<file path="src/rtl/mux_share_arbiter.sv">
// rtl/mux_share_arbiter.sv - round-robin arbiter sharing one 8-bit 2:1 select path
// Two requesters, bounded hold under contention, registered select, grants and captured byte.
module mux_share_arbiter #(
  parameter int MAX_HOLD = 4,
  parameter int CNT_W    = 3
) (
  input  logic       clk,
  input  logic       reset,
  input  logic       req0,
  input  logic       req1,
  input  logic [7:0] i0,
  input  logic [7:0] i1,
  output logic       gnt0,
  output logic       gnt1,
  output logic       sel,
  output logic [7:0] y,
  output logic       y_valid
);

  typedef enum logic [1:0] {IDLE, GRANT0, GRANT1} state_t;

  localparam logic [CNT_W-1:0] CNT_MAX = CNT_W'(MAX_HOLD - 1);

  state_t           state_q, state_d;
  logic [CNT_W-1:0] cnt_q, cnt_d;
  logic             last_q, last_d;
  logic             sel_q, sel_d;
  logic [7:0]       y_q, y_d;
  logic             y_valid_q, y_valid_d;

  logic             owner;
  logic             own_req;
  logic             oth_req;

  assign owner   = (state_q == GRANT1);
  assign own_req = owner ? req1 : req0;
  assign oth_req = owner ? req0 : req1;

  always_comb begin
    state_d   = state_q;
    cnt_d     = cnt_q;
    last_d    = last_q;
    sel_d     = sel_q;
    y_d       = y_q;
    y_valid_d = 1'b0;

    case (state_q)
      IDLE: begin
        if (req0 && req1)  state_d = last_q ? GRANT0 : GRANT1;
        else if (req0)     state_d = GRANT0;
        else if (req1)     state_d = GRANT1;
      end
      GRANT0, GRANT1: begin
        if (own_req) begin
          y_d       = owner ? i1 : i0;
          y_valid_d = 1'b1;
        end
        // A dropped request hands off immediately; a held one rotates only after the hold limit.
        if (!own_req) begin
          if (oth_req) state_d = owner ? GRANT0 : GRANT1;
          else         state_d = IDLE;
        end else if (oth_req && (cnt_q == CNT_MAX)) begin
          state_d = owner ? GRANT0 : GRANT1;
        end else if (cnt_q != CNT_MAX) begin
          cnt_d = cnt_q + CNT_W'(1);
        end
      end
      default: state_d = IDLE;
    endcase

    if ((state_d != IDLE) && (state_d != state_q)) begin
      cnt_d  = '0;
      last_d = (state_d == GRANT1);
      sel_d  = (state_d == GRANT1);
    end
  end

  always_ff @(posedge clk) begin
    if (reset) begin
      state_q   <= IDLE;
      cnt_q     <= '0;
      last_q    <= 1'b1;
      sel_q     <= 1'b0;
      y_q       <= 8'h00;
      y_valid_q <= 1'b0;
    end else begin
      state_q   <= state_d;
      cnt_q     <= cnt_d;
      last_q    <= last_d;
      sel_q     <= sel_d;
      y_q       <= y_d;
      y_valid_q <= y_valid_d;
    end
  end

  assign gnt0    = (state_q == GRANT0);
  assign gnt1    = (state_q == GRANT1);
  assign sel     = sel_q;
  assign y       = y_q;
  assign y_valid = y_valid_q;

endmodule

</file>
<file path="config.mk">
export PLATFORM = sky130hd
export DESIGN_NAME = mux_share_arbiter
export DESIGN_NICKNAME = d
export VERILOG_FILES = /design/src/rtl/mux_share_arbiter.sv
export SDC_FILE = /design/constraint.sdc
export NUM_CORES = 1
export LEC_CHECK = 0
export CAP_MARGIN = 20
export CORE_MARGIN = 2
export CORE_UTILIZATION = 44
export CTS_CLUSTER_DIAMETER = 30
export DETAILED_ROUTE_END_ITERATION = 16
export PLACE_DENSITY = 0.86
export SLEW_MARGIN = 10
export SYNTH_ARGS = -nofsm -noshare
export SYNTH_HDL_FRONTEND = slang
export SYNTH_SLANG_ARGS = --single-unit
</file>
<file path="constraint.sdc">
create_clock -name clk -period 2.3 [get_ports clk]
set_input_delay 0.46 -clock clk [delete_from_list [all_inputs] [get_ports clk]]
set_output_delay 0.46 -clock clk [all_outputs]
set_load 0.02 [all_outputs]
</file>
==> qor.yml, run 1 <==
status: "finished clean"
postCtsSetupBuffers: 0
syn_avg_cell_area_sq_um: 8.60
dp.cells: 168
post_drt_wl_per_cell_um: 12.7
finalCritPeriodShare_pct: 92.0
portBuffers: 31
power.switching_mw: 0.546
via_count: 939
reg2reg_depth: 8
arrival_ps: 1660
layout_commonest_cell: "clkdlybuf4s50_1"
fp.dieW_um: 50.8
die_area_sq_um: 2580
hold_viol: 0
ys_ff_latch: 16
cts_tree: "done"
min_to: "y[2]"
ys_warn_count: 0
synth.distinct_cells: 38
layout_common_cells: "31 x clkdlybuf4s50_1, 21 x nor2_1, 15 x dfxtp_1"
area_delta_synth_final_pct: 38.8
grt_overflow_total: 0
rrSetupSlack_ps: 220
drt_iter0_drc: 24
swShare_pct: 41.6
slew_viol_final: 0
htreeDepth: 1
viasPerCell: 5.46
clk_path_buf_depth: 2
pin_count: 32
path_clk_slew_ps: 90
cts_num_sinks: 16
drive_gt1_share_pct: 13.1
grt_pass1_wl_um: 3870
clockPowerShare_pct: 14.3
crit_fanout: 9
leakagePower_nw: 0.499
firstDrtPassIters: 4
power_density_nw_per_um2: 983
cp.required_ps: 1840
grtUsageTotal_pct: 19.7
finalSetupViolCount: 0
max_cap_viol_count: 0
r2r-end: "cnt_q[2]"
syn_inst: 112
start_kind: "flip-flop"
place.gp.congestion: 0.828
fin_skew_ps: 6.59
start_util_pct: 47.6
cts_made_buffers: 3
internal_power_mw: 0.768
dpl.hpwl_um: 1710
postRouteAntennaNets: 0
root_buffer: "clkbuf_4"
worst_slew_pin_slew_ps: 513
remaining_drc_errors: 0
grt_pass1_vias: 971
min-delay-start: "y[2]"
fp.dieH_um: 50.8
row_count: 16
syn-num-nets: 138
worst_ir_drop_vdd_mv: 0.628
ys_seq_area_share_pct: 33.2
clk_latency_ps: 290
seq_power_share_pct: 30.5
drt_wl_total_um: 2180
combPwrFrac_pct: 55.2
n_antenna_cell: 0
fp.coreArea_sq_um: 2020
nets: 172
grt_max_degree: 20
rsz0062_at_grt: "no"
hold-path-cell-count: 2
fin_crit_ps: 2120
reg2reg_from: "state_q[1]"
worstSetupPathType: "flip-flop to output port"
syn-cell-area_sq_um: 963
relSlewSlack_pct: 65.7
stdcell_count: 172
worstHoldPathType: "flip-flop to flip-flop"
final_util_pct: 66.2
crit_path_end_kind: "output port"
fmax_mhz: 472
antenna_found_initial: 0
## metal layers
metal	GRT usage, %	routed length [um]	up-vias
li1	-	-	463
met1	21.8	893	433
met2	34.2	1060	39
met3	6.25	188	4
met4	8.56	34	0
met5	0	0	-
## critical path: stages (launching register included)
cell and delay, ps:
dfxtp_2 430, inv_1 80, buf_4 160, ha_1 170, clkdlybuf4s50_1 530
## worst max-delay path by stage
| stage | start | to | slack, ps | cells after the start |
|---|---|---|---|---|
| 2_1_floorplan | state_q[0] | cnt_q[2] | 150 | 10 |
| 3_3_place_gp | req0 | cnt_q[2] | 60 | 7 |
| 3_5_place_dp | req0 | cnt_q[2] | -80 | 7 |
| 4_1_cts | state_q[1] | gnt0 | 50 | 4 |
| 5_1_grt | cnt_q[0] | cnt_q[0] | 50 | 8 |
| 6_report | state_q[1] | gnt0 | 180 | 4 |
## flip-flops by register name (all words and copies together) (netlist names)
| name | flops |
|---|---|
| y | 8 |
| last_q | 1 |
| sel | 1 |
| cnt_q | 3 |
| y_valid | 1 |
| state_q | 2 |
## power groups by stage
stage	sequential, mW	combinational, mW	clock, mW
finish	0.401	0.725	0.188
global route	0.408	0.797	0.214
CTS	0.398	0.727	0.195
detailed placement	0.406	0.720	0
global placement	0.400	0.693	0
floorplan	0.442	0.466	0
## cells in the mapped netlist
cell | n | share of area (%)
o221ai_2 | 1 | 1.6
ha_1 | 6 | 7.8
a41oi_1 | 1 | 0.91
and3_1 | 1 | 0.65
nand4_1 | 1 | 0.65
and4b_1 | 1 | 1.0
buf_2 | 2 | 1.0
nor2b_1 | 1 | 0.65
a22o_1 | 1 | 0.91
nor2_2 | 1 | 0.65
a32oi_1 | 1 | 0.91
o21ai_1 | 1 | 0.52
o221ai_1 | 1 | 0.91
dfxtp_1 | 16 | 33
and2_1 | 1 | 0.65
a211oi_2 | 1 | 1.3
o211ai_1 | 1 | 0.78
mux2_2 | 1 | 1.2
inv_1 | 5 | 1.9
nand3_1 | 2 | 1.0
a31oi_1 | 1 | 0.65
nor2_1 | 21 | 8.2
nand2_2 | 2 | 1.3
clkbuf_1 | 1 | 0.39
and3b_1 | 1 | 0.91
o31ai_4 | 1 | 2.2
nor3_1 | 2 | 1.0
nand2_1 | 4 | 1.6
o21a_1 | 2 | 1.6
a21oi_2 | 1 | 0.91
o21ai_0 | 3 | 1.6
o21ai_2 | 1 | 0.91
mux2i_1 | 9 | 9.4
a311oi_2 | 1 | 1.6
buf_6 | 1 | 1.2
xnor2_1 | 1 | 0.91
a21oi_1 | 13 | 6.8
buf_4 | 1 | 0.78
## area by class of cell
class                           instances  area, sq um
Clock buffer                            4         36.3
Fill cell                             176          684
Inverter                                5         18.8
Multi-Input combinational cell         86          594
Sequential cell                        16          322
Tap cell                               27         33.8
Timing Repair Buffer                   34          333
## timing repair
item                                    in CTS  in global routing
endpoints found under the setup margin       1                  5
gates resized for setup                      1                  1
hold buffers                                 0                  0
## logic make-up (layout without fill, tap and decap cells)
kind of cell,count (synthesis),in the layout,synth area share [%]
simple gates,38,38,18.3
compound gates,31,31,23.9
flops,16,16,33.2
mux,10,10,10.5
buf+inv,10,43,5.32
fa+ha+maj,6,6,7.79
xor+xnor,1,1,0.909
## through the flow
| stage | setup WS [ps] | hold slack (ps) | TNS [ps] | area (sq um) | power [mW] |
|---|---|---|---|---|---|
| after floorplan | 147 | 457 | 0 | 963 | 0.909 |
| after global placement | 56.8 | 463 | 0 | 1300 | 1.09 |
| after detailed placement | -78.6 | 482 | -219 | 1300 | 1.13 |
| after CTS | 51.3 | 500 | 0 | 1340 | 1.32 |
| after global routing | 46.9 | 535 | 0 | 1340 | 1.42 |
| final | 183 | 496 | 0 | 1340 | 1.31 |
(Power assumes the default switching activity.)
==> run 2, diff against run 1 <==
--- a/config.mk
+++ b/config.mk
@@ -7,10 +7,11 @@
 export LEC_CHECK = 0
 export CAP_MARGIN = 20
 export CORE_MARGIN = 2
-export CORE_UTILIZATION = 44
+export CORE_UTILIZATION = 54
 export CTS_CLUSTER_DIAMETER = 30
 export DETAILED_ROUTE_END_ITERATION = 16
-export PLACE_DENSITY = 0.86
+export DONT_BUFFER_PORTS = 1
+export PLACE_DENSITY = 0.78
 export SLEW_MARGIN = 10
 export SYNTH_ARGS = -nofsm -noshare
 export SYNTH_HDL_FRONTEND = slang
==> run 2 against run 1 <==
Clock power decreased by 4%. First-iteration DRC count shrank 54%. Maximum frequency fell by 0.16%. Critical path depth rose by 4. Worst setup slack worse by 3.5 ps. Global-route usage increased by 0.10 points. Via count shrank 15%. Combinational power is 25% lower. Hold slack got worse by 260 ps. Non-clock buffer count is 30 lower.
==> qor.yml, run 2 (synthesized netlist as in run 1, its figures left out) <==
status: "finished clean"  # unchanged
fp.coreArea_sq_um: 1710  # was 2020 sq um
drt_iter0_drc: 11  # was 24
firstDrtPassIters: 4  # unchanged
fp.dieW_um: 46.2  # was 50.8 um
nets: 142  # was 172
portBuffers: 0  # was 31
crit_fanout: 9  # unchanged
grtUsageTotal_pct: 19.8  # was 19.7%
drt_wl_total_um: 1950  # was 2180 um
total_power_mw: 1.18  # was 1.31 mW
cts-resized-gates: 0  # was 1
remaining_drc_errors: 0  # unchanged
n_antenna_cell: 0  # unchanged
arrival_ps: 2290  # was 1660 ps
post_drt_wl_per_cell_um: 13.9  # was 12.7 um
worstHoldPathType: "input pin to flip-flop"  # was flip-flop to flip-flop
viasPerCell: 5.69  # was 5.46
area_delta_synth_final_pct: 6.75  # was 38.8%
finalCritPeriodShare_pct: 92.2  # was 92.0%
seqCellArea_sq_um: 320  # was 322 sq um
path_clk_slew_ps: 90  # about the same
fmax_mhz: 472  # about the same
grt_pass1_wl_um: 3000  # was 3870 um
clk_latency_ps: 280  # was 290 ps
rsz0062_at_grt: "no"  # unchanged
grt_pass1_vias: 728  # was 971
htreeDepth: 1  # unchanged
via_count: 796  # was 939
clk_path_buf_depth: 2  # unchanged
tns_ps: 0  # unchanged
start_kind: "flip-flop"  # unchanged
layout_common_cells: "21 x nor2_1, 16 x dfxtp_1, 13 x a21oi_1"  # was 31 x clkdlybuf4s50_1, 21 x nor2_1, 15 x dfxtp_1
worst_ir_drop_vdd_mv: 0.739  # was 0.628 mV
cp.required_ps: 2470  # was 1840 ps
cts_made_buffers: 3  # unchanged
finalSetupViolCount: 0  # unchanged
relSlewSlack_pct: 74.4  # was 65.7%
leakagePower_nw: 0.389  # was 0.499 nW
start_util_pct: 56.4  # was 47.6%
pin_count: 32  # unchanged
grt_overflow_total: 0  # unchanged
rrSetupSlack_ps: 180  # was 220 ps
dpl.hpwl_um: 1440  # was 1710 um
fp.dieH_um: 46.2  # was 50.8 um
postCtsSetupBuffers: 0  # unchanged
fillers: 159  # was 176
place.gp.congestion: 0.875  # was 0.828
fin_skew_ps: 4.13  # was 6.59 ps
crit_path_end_kind: "flip-flop"  # was output port
worstSetupPathType: "flip-flop to flip-flop"  # was flip-flop to output port
drive_gt1_share_pct: 15.7  # was 13.1%
largest_reg_flops: 8  # unchanged
fin_crit_ps: 2120  # about the same
multiInputGateArea_sq_um: 592  # was 594 sq um
layout_commonest_cell: "nor2_1"  # was clkdlybuf4s50_1
reg2reg_depth: 8  # unchanged
max_cap_viol_count: 0  # unchanged
slew_viol_final: 0  # unchanged
hold-path-cell-count: 1  # was 2
cts-hold-fix-buffers: 0  # unchanged
power_density_nw_per_um2: 1140  # was 983 nW/um^2
grt_max_degree: 20  # unchanged
root_buffer: "clkbuf_4"  # unchanged
row_count: 15  # was 16
cts_num_sinks: 16  # unchanged
worst_slew_pin_slew_ps: 384  # was 513 ps
hold_viol: 0  # unchanged
antenna_found_initial: 0  # unchanged
postRouteAntennaNets: 0  # unchanged
die_area_sq_um: 2140  # was 2580 sq um
cts_tree: "done"  # unchanged
==> run 2: cell count changes in the layout (fill, tap and decap cells not counted), sizes merged <==
cell,previous run,this run
buf,3,4
clkdlybuf4s50,31,0
==> run 2: report_power, final <==
part,internal [mW],switching (mW)
registers,0.345,0.105
clock network,0.0963,0.0842
logic,0.226,0.321
==> run 2: final timing paths <==
path              start       end
min               reset       sel
max reg2reg  state_q[1]  cnt_q[0]
min reg2reg    cnt_q[1]  cnt_q[1]
max          state_q[1]  cnt_q[0]
==> run 2: per-stage QoR <==
| step | worst slack [ps] | cells | instance area (sq um) | hold slack [ps] | utilization (%) |
|---|---|---|---|---|---|
| 3_5_place_dp | 188 | 136 | 992 | 490 | 58.1 |
| 5_1_grt | 7.53 | 140 | 1030 | 214 | 60.2 |
| 3_3_place_gp | 265 | 136 | 992 | 495 | 58.1 |
| 6_report | 180 | 140 | 1030 | 231 | 60.2 |
| 4_1_cts | 175 | 140 | 1030 | 222 | 60.2 |
| 2_1_floorplan | 147 | 112 | 963 | 457 | - |
==> run 2: worst max-delay path, stage by stage (launching register included) <==
cell      delay (ps)
dfxtp_1          470
inv_1             90
ha_1             360
and4b_1          210
a311oi_2         210
o21ai_2          160
o21a_1           210
o221ai_2         200
nor2_1            80
==> run 2: layer usage <==
metal / track usage (%) / share of wire (%)
met3: 1.57 / 4.6
met2: 33.9 / 51
met5: 0 / 0
met1: 24.1 / 43
met4: 10.9 / 0.72
==> run 2: cell type report <==
| cell class | instances | share of cell area, % |
|---|---|---|
| well taps | 25 | 3.04 |
| flip-flops and latches | 16 | 31.1 |
| multi-input cells | 86 | 57.5 |
| repair buffers | 4 | 2.92 |
| clock buffers | 4 | 3.53 |
| inverters | 5 | 1.82 |
==> run 3, diff against run 2 <==
--- a/config.mk
+++ b/config.mk
@@ -7,11 +7,11 @@
 export LEC_CHECK = 0
 export CAP_MARGIN = 20
 export CORE_MARGIN = 2
-export CORE_UTILIZATION = 54
+export CORE_UTILIZATION = 33
 export CTS_CLUSTER_DIAMETER = 30
 export DETAILED_ROUTE_END_ITERATION = 16
 export DONT_BUFFER_PORTS = 1
-export PLACE_DENSITY = 0.78
+export PLACE_DENSITY = 0.56
 export SLEW_MARGIN = 10
 export SYNTH_ARGS = -nofsm -noshare
 export SYNTH_HDL_FRONTEND = slang
==> run 3 against run 2 <==
Sequential cell count unchanged. Hold slack improved by 8.1 ps. Non-clock buffer count unchanged. Power shrank 2.7%. Utilization shrank 23 points. Worst setup slack got worse by 28 ps. Cell count is 3.6% higher. Clock power shrank 22%. Die area grew 57%. Combinational power increased by 0.7%.
==> qor.yml, run 3 (synthesized netlist as in run 1, its figures left out) <==
row_count: 19  # was 15
crit_path_end_kind: "flip-flop"  # unchanged
die_area_sq_um: 3370  # was 2140 sq um
cts_num_sinks: 16  # unchanged
layout_commonest_cell: "nor2_1"  # unchanged
worstSetupPathType: "flip-flop to flip-flop"  # unchanged
cts_tree: "done"  # unchanged
grt_overflow_total: 0  # unchanged
worstHoldPathType: "input pin to flip-flop"  # unchanged
finalSetupViolCount: 0  # unchanged
crit_fanout: 9  # unchanged
power_density_nw_per_um2: 1120  # was 1140 nW/um^2
max_cap_viol_count: 0  # unchanged
dpl.hpwl_um: 1500  # was 1440 um
relSlewSlack_pct: 73.5  # was 74.4%
grt_pass1_wl_um: 3410  # was 3000 um
root_buffer: "clkbuf_4"  # unchanged
layout_common_cells: "21 x nor2_1, 16 x dfxtp_1, 13 x a21oi_1"  # unchanged
finalCritPeriodShare_pct: 93.4  # was 92.2%
cts-resized-gates: 0  # unchanged
fin_skew_ps: 1.90  # was 4.13 ps
hold_viol: 0  # unchanged
hold-path-cell-count: 1  # unchanged
fp.dieW_um: 58.0  # was 46.2 um
fmax_mhz: 465  # was 472 MHz
cp.required_ps: 2470  # about the same
place.gp.congestion: 0.765  # was 0.875
largest_reg_flops: 8  # unchanged
min_to: "y[3]"  # was sel
nets: 142  # unchanged
pin_count: 32  # unchanged
drive_gt1_share_pct: 14.9  # was 15.7%
portBuffers: 0  # unchanged
clk_path_buf_depth: 2  # unchanged
firstDrtPassIters: 4  # unchanged
viasPerCell: 5.56  # was 5.69
n_antenna_cell: 0  # unchanged
clk_latency_ps: 280  # about the same
post_drt_wl_per_cell_um: 13.7  # was 13.9 um
final_area_sq_um: 1020  # was 1030 sq um
seqCellArea_sq_um: 320  # unchanged
htreeDepth: 1  # unchanged
rsz0062_at_grt: "no"  # unchanged
remaining_drc_errors: 0  # unchanged
drt_wl_total_um: 1990  # was 1950 um
start_kind: "flip-flop"  # unchanged
postCtsSetupBuffers: 0  # unchanged
arrival_ps: 2320  # was 2290 ps
worst_slew_pin_slew_ps: 397  # was 384 ps
placed_area_sq_um: 1000  # was 992 sq um
slew_viol_final: 0  # unchanged
min-delay-start: "reset"  # unchanged
cts-hold-fix-buffers: 0  # unchanged
via_count: 806  # was 796
worst_ir_drop_vdd_mv: 0.502  # was 0.739 mV
reg2reg_depth: 8  # unchanged
rrSetupSlack_ps: 150  # was 180 ps
fp.coreArea_sq_um: 2760  # was 1710 sq um
antenna_found_initial: 0  # unchanged
path_clk_slew_ps: 80  # was 90 ps
area_delta_synth_final_pct: 6.10  # was 6.75%
fillers: 295  # was 159
pre_cts_slack_ps: 160  # was 188 ps
leakagePower_nw: 0.382  # was 0.389 nW
grt_max_degree: 20  # unchanged
grt_pass1_vias: 743  # was 728
worst_slack_ps: 151  # was 180 ps
status: "finished clean"  # unchanged
cts_made_buffers: 3  # unchanged
fp.dieH_um: 58.0  # was 46.2 um
r2r-end: "cnt_q[0]"  # unchanged
postRouteAntennaNets: 0  # unchanged
reg2reg_from: "state_q[1]"  # unchanged
total_power_mw: 1.14  # was 1.18 mW
fin_crit_ps: 2150  # was 2120 ps
start_util_pct: 34.9  # was 56.4%
grtUsageTotal_pct: 13.4  # was 19.8%
drt_iter0_drc: 16  # was 11
tns_ps: 0  # unchanged
multiInputGateArea_sq_um: 592  # unchanged
[run 3: cell count changes in the layout (fill, tap and decap cells not counted), sizes merged]
cell    delta
clkbuf     -1
[run 3: final cells by class]
type | instances | share of cell area, %
repair buffers | 4 | 2.94
clock buffers | 3 | 2.20
multi-input cells | 86 | 57.9
inverters | 5 | 1.84
well taps | 31 | 3.79
flip-flops and latches | 16 | 31.3
[run 3: worst max path at each step]
stage                           from  endpoint  slack (ps)  cells past startpoint
after floorplan           state_q[0]  cnt_q[2]         150                     10
after global placement    state_q[1]  cnt_q[1]         260                      8
after detailed placement  state_q[1]  cnt_q[0]         160                      8
after CTS                 state_q[1]  cnt_q[0]         140                      8
after global routing      state_q[1]  cnt_q[0]           2                      8
final                     state_q[1]  cnt_q[0]         150                      8
[run 3: report_power, final]
group	switching (mW)	total (mW)	internal [mW]
clock	0.0805	0.141	0.0608
sequential	0.108	0.453	0.345
combinational	0.325	0.551	0.226
total	0.513	1.14	0.631
[run 3: stage by stage]
step | util, % | std cells | hold WS, ps
2_1_floorplan | - | 112 | 457
3_3_place_gp | 36.3 | 142 | 480
3_5_place_dp | 36.3 | 142 | 480
4_1_cts | 37.1 | 145 | 229
5_1_grt | 37.1 | 145 | 220
6_report | 37.1 | 145 | 239
[run 3: worst max-delay path: stages (launching register included)]
cell	delay, ps
dfxtp_1	490
inv_1	100
ha_1	360
and4b_1	210
a311oi_2	220
o21ai_2	160
o21a_1	210
o221ai_2	210
nor2_1	80
[run 3: routing by layer]
layer  up-vias  global-route usage (%)  part of all wire [%]
met4         0                    7.97                   2.1
met1       366                    16.5                    46
met3         4                    3.57                   7.6
li1        405                       -                     -
met5         -                       0                     0
met2        31                    20.9                    44
